===== config.mk =====
export PLATFORM = sky130hd
export DESIGN_NAME = uart_rx_fifo
export DESIGN_NICKNAME = d
export VERILOG_FILES = /design/src/rtl/uart_rx_fifo.sv
export SDC_FILE = /design/constraint.sdc
export NUM_CORES = 1
export LEC_CHECK = 0
export CAP_MARGIN = 20
export CORE_ASPECT_RATIO = 0.8
export CORE_UTILIZATION = 40
export CTS_BUF_LIST = sky130_fd_sc_hd__clkbuf_8
export CTS_CLUSTER_DIAMETER = 30
export DETAILED_ROUTE_END_ITERATION = 8
export PLACE_DENSITY = 0.58
export SYNTH_ARGS = -nofsm -noshare
export SYNTH_HDL_FRONTEND = slang
export SYNTH_SLANG_ARGS = --single-unit

===== constraint.sdc =====
create_clock -name clk -period 4.45 [get_ports clk]
set_clock_uncertainty 0.15 [all_clocks]
set_input_delay 1.1125 -clock clk [delete_from_list [all_inputs] [get_ports clk]]
set_output_delay 1.1125 -clock clk [all_outputs]
set_load 0.01 [all_outputs]

===== src/rtl/uart_rx_fifo.sv =====
// rtl/uart_rx_fifo.sv - UART receive FIFO with status/control register and interrupt.
module uart_rx_fifo #(
  parameter int DEPTH_LOG2 = 4
) (
  input  logic        clk,
  input  logic        rst,
  input  logic [7:0]  rx_data,
  input  logic        rx_new,
  output logic        rx_ack,
  input  logic        sel_data,
  input  logic        sel_stat,
  input  logic        bus_read,
  input  logic        bus_write,
  input  logic [15:0] bus_in,
  output logic [15:0] bus_out,
  output logic        irq
);

  localparam int L     = DEPTH_LOG2;
  localparam int DEPTH = 1 << L;

  typedef enum logic [1:0] {S_IDLE, S_ACK, S_WAIT} state_t;

  state_t      state_q, state_d;
  logic [L:0]  wptr_q, wptr_d, rptr_q, rptr_d;
  logic [L:0]  thresh_q, thresh_d;
  logic        ovf_q, ovf_d;
  logic        irq_en_q, irq_en_d;
  logic        irq_q, irq_d;
  logic [7:0]  mem_q [DEPTH];

  logic [L:0]  count;
  logic        empty, full;
  logic        sample, push, drop, pop, stat_wr;
  logic [7:0]  head;
  logic [7:0]  count8;
  logic        unused_bits;

  assign count   = wptr_q - rptr_q;
  assign empty   = (count == '0);
  assign full    = (count == (L+1)'(DEPTH));
  assign count8  = 8'(count);
  assign head    = empty ? 8'h00 : mem_q[rptr_q[L-1:0]];

  // Full/empty decisions use the pre-update count, so a same-cycle pop never
  // rescues a byte arriving into a full FIFO, and never pops an empty one.
  assign sample  = (state_q == S_IDLE) && rx_new;
  assign push    = sample && !full;
  assign drop    = sample && full;
  assign pop     = bus_read && sel_data && !empty;
  assign stat_wr = bus_write && sel_stat;

  assign unused_bits = ^bus_in[13:L+1];

  always_comb begin
    state_d = state_q;
    rx_ack  = 1'b0;
    unique case (state_q)
      S_IDLE: if (rx_new) state_d = S_ACK;
      S_ACK: begin
        rx_ack  = 1'b1;
        state_d = S_WAIT;
      end
      S_WAIT: if (!rx_new) state_d = S_IDLE;
      default: state_d = S_IDLE;
    endcase
  end

  always_comb begin
    wptr_d   = wptr_q;
    rptr_d   = rptr_q;
    thresh_d = thresh_q;
    irq_en_d = irq_en_q;
    ovf_d    = ovf_q;
    if (push) wptr_d = wptr_q + 1'b1;
    if (pop)  rptr_d = rptr_q + 1'b1;
    if (stat_wr) begin
      irq_en_d = bus_in[14];
      thresh_d = bus_in[L:0];
      if (bus_in[15]) ovf_d = 1'b0;
    end
    if (drop) ovf_d = 1'b1;
    irq_d = irq_en_q & (ovf_q | ((thresh_q != '0) && (count >= thresh_q)));
  end

  always_ff @(posedge clk) begin
    if (rst) begin
      state_q  <= S_IDLE;
      wptr_q   <= '0;
      rptr_q   <= '0;
      thresh_q <= (L+1)'(1);
      irq_en_q <= 1'b0;
      ovf_q    <= 1'b0;
      irq_q    <= 1'b0;
    end else begin
      state_q  <= state_d;
      wptr_q   <= wptr_d;
      rptr_q   <= rptr_d;
      thresh_q <= thresh_d;
      irq_en_q <= irq_en_d;
      ovf_q    <= ovf_d;
      irq_q    <= irq_d;
    end
  end

  always_ff @(posedge clk) begin
    if (push) mem_q[wptr_q[L-1:0]] <= rx_data;
  end

  always_comb begin
    bus_out = 16'h0000;
    if (sel_data)      bus_out = {~empty, 7'b0, head};
    else if (sel_stat) bus_out = {ovf_q, irq_en_q, 6'b0, count8};
  end

  assign irq = irq_q;

endmodule


Word-level counts from Yosys, hierarchy flattened
Memories as Yosys holds them, arrays and structs flattened. A register that Yosys moved wholly into a read port is not among the register bits.
Cells that the tools add are included.
{"block": "totals", "reg_bits": 20, "latchBits": 0, "mem_bits_rw": 128, "mem_bits_ro": 0, "inputBits": 31, "out_inout_bits": 18, "word_cells": 50, "mem_count": 1}
{"block": "classes", "add_sub_neg": 3, "multipliers": 0, "div_mod_pow": 0, "magnitude_cmp": 1, "eq_ne": 5, "shift": 0, "mux": 14, "n_bitwise": 3, "n_reduce_logical": 16}
{"memory": "mem_q", "words": 16, "width": 8, "rd": 1, "rd_clocked_by_memory_dff": 1, "wr": 1, "line_no": "30", "rtl": "logic [7:0] mem_q [DEPTH];"}
{"op": "2-to-1 mux 16 bit", "n": 2}
{"op": "adder 5 x 1 -> 5 bit, second input constant", "n": 2}
{"op": "2-to-1 mux 4 bit", "n": 2}
{"op": "2-to-1 mux 8 bit", "n": 1}
{"op": "logical AND 1 bit", "n": 7}
{"op": "2-to-1 mux 1 bit", "n": 6}
{"op": "one-hot mux 2 bit (3 select lines)", "n": 1}
{"op": "equality test 5 bit, second input constant", "n": 1}
{"op": "greater-or-equal comparator 5 bit", "n": 1}
{"op": "zero test 5 bit", "n": 1}
{"op": "nonzero test 5 bit", "n": 1}
{"op": "subtractor 5 bit", "n": 1}
{"op": "2-to-1 mux 2 bit", "n": 2}
{"op": "inequality test 2 bit, second input constant", "n": 2}
{"op": "AND reduction 2 bit", "n": 2}
{"op": "nonzero test 2 bit", "n": 2}
{"op": "equality test 2 x 1 -> 1 bit, second input constant", "n": 1}
{"op": "equality test 2 bit, second input constant", "n": 1}
{"op": "zero test 1 bit", "n": 2}
{"op": "zero test 2 bit", "n": 1}
{"op": "AND 1 bit", "n": 1}
{"op": "NOT 1 bit", "n": 1}
{"op": "bitwise OR 1 bit", "n": 1}

Longest topological paths before layout
Gate-level depths: netlist of the first run.
{"block": "depth", "word_depth": 6, "depth_mapped": 11, "ltp_nobuf": 11}

Least setup slack after synthesis of the first run
OpenSTA, ideal clock, no wires.
{"block": "synth_path", "kind": "register -> output", "from": "register wptr_q[0]", "to": "output port bus_out[15]", "arrival_ns": 2.437, "t_required_ns": 3.188, "slack_ns": 0.750, "stages_incl_launch_ff": 11, "n_path_buf": 1, "path_cell_list": "dfxtp_1 -> inv_1 -> ha_1 -> inv_1 -> fa_1 -> nand3b_1 -> a2111oi_2 -> o2bb2a_4 -> buf_6 -> nand2b_1 -> o21ai_0"}
{"block": "synth_between", "elab_chain_cells": 4}
{"element": "start: declaration", "line_no": "25", "rtl": "logic [L:0] wptr_q, wptr_d, rptr_q, rptr_d;"}
{"element": "start signal: assignment", "line_no": "97", "rtl": "wptr_q <= wptr_d;"}
{"element": "subtractor 5 bit", "line_no": "39", "rtl": "assign count = wptr_q - rptr_q;"}
{"element": "zero test 5 bit", "line_no": "40", "rtl": "assign empty = (count == '0);"}
{"element": "NOT 1 bit", "line_no": "112", "rtl": "if (sel_data) bus_out = {~empty, 7'b0, head};"}
{"element": "2-to-1 mux 16 bit", "line_no": "112"}
{"element": "end: declaration", "line_no": "15", "rtl": "output logic [15:0] bus_out,"}
Every way passes these cells.

Worst setup path in the final report of the first run
{"block": "layout_path", "from": "register wptr_q[0]", "to": "output port bus_out[0]"}
{"block": "layout_between", "elab_chain_cells": 4, "elab_cells_between_ends": 5, "classes_between": "1 x add/sub; 3 x mux; 1 x reduce/logical"}
{"element": "subtractor 5 bit *", "line_no": "39"}
{"element": "zero test 5 bit", "line_no": "40"}
{"element": "2-to-1 mux 8 bit", "line_no": "43", "rtl": "assign head = empty ? 8'h00 : mem_q[rptr_q[L-1:0]];"}
{"element": "2-to-1 mux 16 bit *", "line_no": "112"}
Every way passes the cells marked *; elsewhere a longest branch is shown, timed or not.

==> results_dict.tcl, run 1 <==
set metrics [dict create \
    die_h_um 115.6 \
    yosysWarnings 0 \
    holdBufCountCts 0 \
    cp_max_fo 7 \
    remaining_drc_errors 0 \
    power_density_nw_per_um2 435.0 \
    initial_core_util 0.4096 \
    postLayoutCellArea_um2 7486 \
    ys_seq_area_frac 0.6703 \
    dpl-instance-area_um2 7033 \
    p_leak_nw 2.540 \
    cts.sinks 152 \
    synth-edff-count 128 \
    postSynthAreaPerCell_um2 16.50 \
    whs_ps 322.3 \
    path_clk_slew_ps 80 \
    period_minus_slack_ps 4289 \
    rsz0062_at_grt "false" \
    io_pins 49 \
    ir_worst_vdd_mv 0.2062 \
    synthCells 391 \
    total_power_mw 3.256 \
    fp.dieW_um 144.0 \
    gp_congestion 0.7622 \
    reg2reg_from "wptr_q[0]" \
    async_flop_share 0 \
    cts_tree "built" \
    vias 3497 \
    fillCellCount 1376 \
    cts.htree.levels 4 \
    antenna_found_initial 0 \
    rr_endpoint "mem_q[0][3]" \
    diodes 0 \
    synth_top_area_cell "edfxtp_1" \
    ys_top_cells_by_area "edfxtp_1 60%, mux4_2 12%, dfxtp_1 7.4%, ha_1 2.7%, a21oi_1 1.8%" \
    maxCapViolCount 0 \
    crit_path_start_kind "register" \
    antenna_left 0 \
    gr-usage-met3 0.04174 \
    yosysTopAreaCellShare 0.5958 \
    grt_busiest_layer "met2" \
    synth_ff_type "edfxtp_1" \
    clk_latency_ps 450 \
    cts_buffers 17 \
    syn2layout_area_growth_pct 16.04 \
    hold_path_end "thresh_q[4]" \
    rrSetupSlack_ps 930 \
    crit_path_end_kind "primary output" \
    status "finished, final reports clean" \
    fmax_ghz 0.2332 \
    hold_path_class "register to register" \
    drt_iter0_drc 246 \
    met2_usage 0.2522 \
    rows 41 \
    track_usage 0.1734 \
    place_ws_ps 63.22 \
    grt_overflow 0 \
    routed_wl_mm 13.08 \
    hpwl_mm 8.719 \
    r2r_cells 9 \
    cts_buffer_depth 2 \
    finalHoldViolCount 0 \
    cts_root_buf "clkbuf_8" \
    synth_cell_types 47 \
    worst_slack_ps 161.4 \
    min_path_cells 2 \
    wl_per_cell_um 19.66 \
    portBuffers 33 \
    setup_viol 0 \
    finalNetCount 483 \
    path_class "register to primary output" \
    grt_start_max_net_pins 33 \
    fp.dieArea_um2 16640 \
    max-slew-margin-rel 0.4112 \
    worstPathRequired_ps 3190 \
    grt_pass1_vias 3553 \
    grt_first_pass_wirelength_mm 20.24 \
    ys_ff_latch 152 \
    worstHoldStart "thresh_q[4]" \
    synth_area_um2 6451 \
    finalMaxSlewViolations 0 \
    finalSetupTns_ps 0 \
    layout-drive-gt1-share 0.2067 \
    core_um2 15750 \
    grt_util_met1 0.2518 \
    fin_crit_sh 0.9637 \
    crit_arrival_ps 3030 \
    dr.pass1.iters 4 \
    max_slew.worst_pin.slew_ps 880.5 \
    vias_per_cell 5.259 \
]
[registers in the layout, indices dropped and copies added, names as in the netlist, named ones only]
signal	flops
irq	1
ovf_q	1
wptr_q	5
thresh_q	5
state_q	2
mem_q	128
irq_en_q	1
rptr_q	5
[layout make-up]
cell class,count,area [um2],area share
Sequential cell,152,4327,0.5780
Timing Repair Buffer,44,434.2,0.05800
Clock buffer,17,234.0,0.03126
Inverter,13,48.80,0.006518
Tap cell,215,269.0,0.03594
Multi-Input combinational cell,209,1998,0.2669
Clock inverter,15,175.2,0.02340
[cells by family after synthesis]
group           after synthesis  share of synthesized area
flops                       152                     0.6703
simple gates                 90                    0.07816
compound gates               46                    0.04325
fa+ha+maj                    15                    0.03026
xor+xnor                      3                   0.004074
mux                          49                     0.1455
other cells                   1                  0.0005813
buf+inv                      35                    0.02793
[worst max-delay path, cell delays in order (launching register included)]
cell and delay (ps):
dfxtp_1 340, inv_1 90, ha_1 210, inv_1 70, fa_2 470, nand3b_1 220
a2111oi_4 270, o2bb2a_4 190, nand2b_4 160, o22ai_1 90, clkdlybuf4s50_1 490
[worst max path at each step]
stage	startpoint	to	slack, ps
finish	wptr_q[0]	bus_out[0]	160
global route	wptr_q[0]	bus_out[0]	10
CTS	wptr_q[0]	bus_out[1]	20
detailed placement	rptr_q[0]	bus_out[5]	60
global placement	rptr_q[0]	bus_out[6]	120
floorplan	wptr_q[0]	bus_out[15]	750
[power by group]
part           internal [mW]  leakage [nW]  total [mW]  switching [mW]
combinational          0.293         0.988       0.567           0.274
sequential              1.57          1.35        1.60          0.0283
clock                  0.556         0.202        1.09           0.533
[Yosys cell counts, drive strengths merged, types with 2 or more instances]
| master | n |
|---|---|
| edfxtp | 128 |
| nor2 | 14 |
| and2 | 3 |
| nand2b | 7 |
| nand2 | 14 |
| mux2 | 8 |
| a21o | 2 |
| clkbuf | 7 |
| and3 | 16 |
| nor3b | 2 |
| ha | 14 |
| mux2i | 6 |
| o22ai | 2 |
| mux4 | 35 |
| nand3 | 8 |
| inv | 13 |
| nand3b | 4 |
| nor4 | 2 |
| or3 | 6 |
| buf | 15 |
| a21oi | 23 |
| o21ai | 12 |
| dfxtp | 24 |
| nor2b | 8 |
| xnor2 | 2 |
[metrics by stage]
stage               std cells    util
floorplan                 396       -
global placement          632  0.4466
detailed placement        632  0.4466
CTS                       664  0.4738
global route              665  0.4753
finish                    665  0.4753
[routing by layer]
metal  routed length (um)  part of all wire  vias to the layer above
met5                    0                 0                        -
met4                  183             0.014                        0
met3                  460             0.035                       17
met2                 5920              0.45                       73
met1                 6511              0.50                     1794
li1                     -                 -                     1613
[cell usage in the layout, fill, tap and decap left out, types with 4 or more instances in the layout]
cell type / n
edfxtp_1: 128
nor2_1: 14
o21ai_0: 10
nand2_1: 14
nand3_1: 8
clkdlybuf4s50_1: 25
nand2b_1: 6
nor2b_1: 8
and3_1: 16
dlymetal6s2s_1: 5
buf_4: 10
or3_1: 5
clkbuf_8: 17
mux2_2: 5
mux2i_1: 6
mux4_2: 35
inv_1: 13
conb_1: 6
a21oi_1: 23
ha_1: 14
nand3b_1: 4
dfxtp_1: 22
[repair_timing]
action                     4_1_cts  5_1_grt
pin swaps                        2        1
setup buffers                    0        1
setup endpoints to repair        9        6
gates cloned                     0        0
gates resized for setup          8        7
(Power assumes the default switching activity.)
==> run 2, diff against run 1 <==
--- a/config.mk
+++ b/config.mk
@@ -7,11 +7,11 @@
 export LEC_CHECK = 0
 export CAP_MARGIN = 20
 export CORE_ASPECT_RATIO = 0.8
-export CORE_UTILIZATION = 40
+export CORE_UTILIZATION = 47
 export CTS_BUF_LIST = sky130_fd_sc_hd__clkbuf_8
 export CTS_CLUSTER_DIAMETER = 30
 export DETAILED_ROUTE_END_ITERATION = 8
-export PLACE_DENSITY = 0.58
+export PLACE_DENSITY = 0.66
 export SYNTH_ARGS = -nofsm -noshare
 export SYNTH_HDL_FRONTEND = slang
 export SYNTH_SLANG_ARGS = --single-unit
==> run 2 against run 1 <==
Compared with the run above: non-clock buffer count decreased by 1; clock power about the same; final area is 0.57% lower; register-to-register slack gained 20 ps; combinational power is 2% higher; total power grew 0.26%; sequential power about the same; via count is essentially flat; critical path type unchanged; highest routed layer unchanged.
==> results_dict.tcl, run 2 (synthesis results as in run 1) <==
set metrics [dict create \
    min_path_cells 2 \
    crit_arrival_ps 3010 \
    reg2reg_from "wptr_q[0]" \
    mostFrequentLayoutCell "edfxtp_1" \
    antenna_found_initial 0 \
    hold_path_end "thresh_q[4]" \
    rows 37 \
    p_leak_nw 2.561 \
    worst_slack_ps 178.9 \
    finalNetCount 482 \
    cts_root_buf "clkbuf_8" \
    setup_viol 0 \
    wl_per_cell_um 20.06 \
    cts_tree "built" \
    antenna_left 0 \
    grt_start_max_net_pins 33 \
    fp.dieW_um 133.0 \
    vias_per_cell 5.607 \
    track_usage 0.1915 \
    routed_wl_mm 12.52 \
    ir_worst_vdd_mv 0.2127 \
    crit_path_end_kind "primary output" \
    status "finished, final reports clean" \
    path_clk_slew_ps 80 \
    period_minus_slack_ps 4271 \
    stdcell_count 624 \
    grt_overflow 0 \
    grt_first_pass_wirelength_mm 19.49 \
    rrSetupSlack_ps 950 \
    placed_cells 591 \
    max_slew.worst_pin.slew_ps 876.0 \
    io_pins 49 \
    drt_iter0_drc 273 \
    r2r_cells 9 \
    cp_max_fo 7 \
    cts.htree.levels 4 \
    diodes 0 \
    worstHoldStart "thresh_q[4]" \
    layout_common_cells "128 x edfxtp_1, 35 x mux4_2, 27 x clkdlybuf4s50_1" \
    place_ws_ps 99.53 \
    gp_congestion 0.8089 \
    cts_buffer_depth 2 \
    fillCellCount 1023 \
    syn2layout_area_growth_pct 15.38 \
    path_class "register to primary output" \
    cts_buffers 17 \
    remaining_drc_errors 0 \
    layout-drive-gt1-share 0.2071 \
    worstPathRequired_ps 3190 \
    clk_latency_ps 430 \
    dr.pass1.iters 4 \
    largest_register_ffs 128 \
    rr_endpoint "mem_q[6][1]" \
    finalHoldViolCount 0 \
    fin_crit_sh 0.9598 \
    die_h_um 106.8 \
    max-slew-margin-rel 0.4142 \
    vias 3499 \
    portBuffers 33 \
    cts.sinks 152 \
    finalSetupTns_ps 0 \
    core_um2 13100 \
    fmax_ghz 0.2341 \
    hpwl_mm 8.235 \
    rsz0062_at_grt "false" \
    initial_core_util 0.4924 \
    power_density_nw_per_um2 438.6 \
    hold_path_class "register to register" \
    grt_pass1_vias 3473 \
    crit_path_start_kind "register" \
    finalMaxSlewViolations 0 \
    maxCapViolCount 0 \
    fp.dieArea_um2 14200 \
]
## run 2: metrics by stage
step | power (mW) | instance area (um2) | hold slack (ps) | utilization
CTS | 3.291 | 7422 | 331.1 | 0.5665
detailed placement | 2.177 | 6975 | 318.3 | 0.5324
finish | 3.265 | 7443 | 331.7 | 0.5681
global route | 3.397 | 7443 | 369.6 | 0.5681
global placement | 2.165 | 6975 | 298.8 | 0.5324
floorplan | 2.004 | 6470 | 286.3 | -
## run 2: worst max path at each step
| stage | from | to | slack (ps) | cells after the start |
|---|---|---|---|---|
| after CTS | wptr_q[0] | bus_out[7] | 10 | 11 |
| after global routing | wptr_q[0] | bus_out[0] | 20 | 10 |
| final | wptr_q[0] | bus_out[2] | 180 | 10 |
| after floorplan | wptr_q[0] | bus_out[15] | 750 | 10 |
| after detailed placement | rptr_q[0] | bus_out[7] | 100 | 10 |
| after global placement | rptr_q[0] | bus_out[7] | 150 | 10 |
## run 2: layout make-up
| class | count | area, um2 | area share |
|---|---|---|---|
| Timing Repair Buffer | 43 | 432.9 | 0.05816 |
| Inverter | 13 | 48.80 | 0.006556 |
| Clock buffer | 18 | 247.7 | 0.03328 |
| Clock inverter | 14 | 170.2 | 0.02286 |
| Tap cell | 175 | 219.0 | 0.02942 |
| Multi-Input combinational cell | 209 | 1998 | 0.2684 |
| Sequential cell | 152 | 4327 | 0.5813 |
## run 2: where the power goes
part	switching [mW]	leakage [nW]	internal, mW
Sequential	0.0185	1.35	1.57
Clock	0.522	0.220	0.576
Combinational	0.279	0.990	0.297
## run 2: what timing repair did
action / CTS / global route
buffers inserted: 1 / 0
pin swaps: 2 / 0
endpoints found under the hold margin: 0 / 0
setup endpoints to repair: 9 / 9
resized for setup: 4 / 9
hold buffers: 0 / 0
## run 2: critical path, stage by stage (launching register included)
cell and delay (ps):
dfxtp_1 340, inv_1 80, ha_1 210, inv_1 70, fa_2 470, nand3b_1 220, a2111oi_4 270, o2bb2a_4 170
nand2b_4 160, o22ai_1 100, clkdlybuf4s50_1 490
## run 2: per-layer routing
metal | global-route usage | share of wire | wire (um) | vias up
li1 | - | - | - | 1612
met1 | 0.2758 | 0.45 | 5631 | 1785
met2 | 0.2872 | 0.47 | 5935 | 92
met3 | 0.04775 | 0.065 | 818 | 10
met4 | 0.05911 | 0.010 | 131 | 0
met5 | 0 | 0 | 0 | -
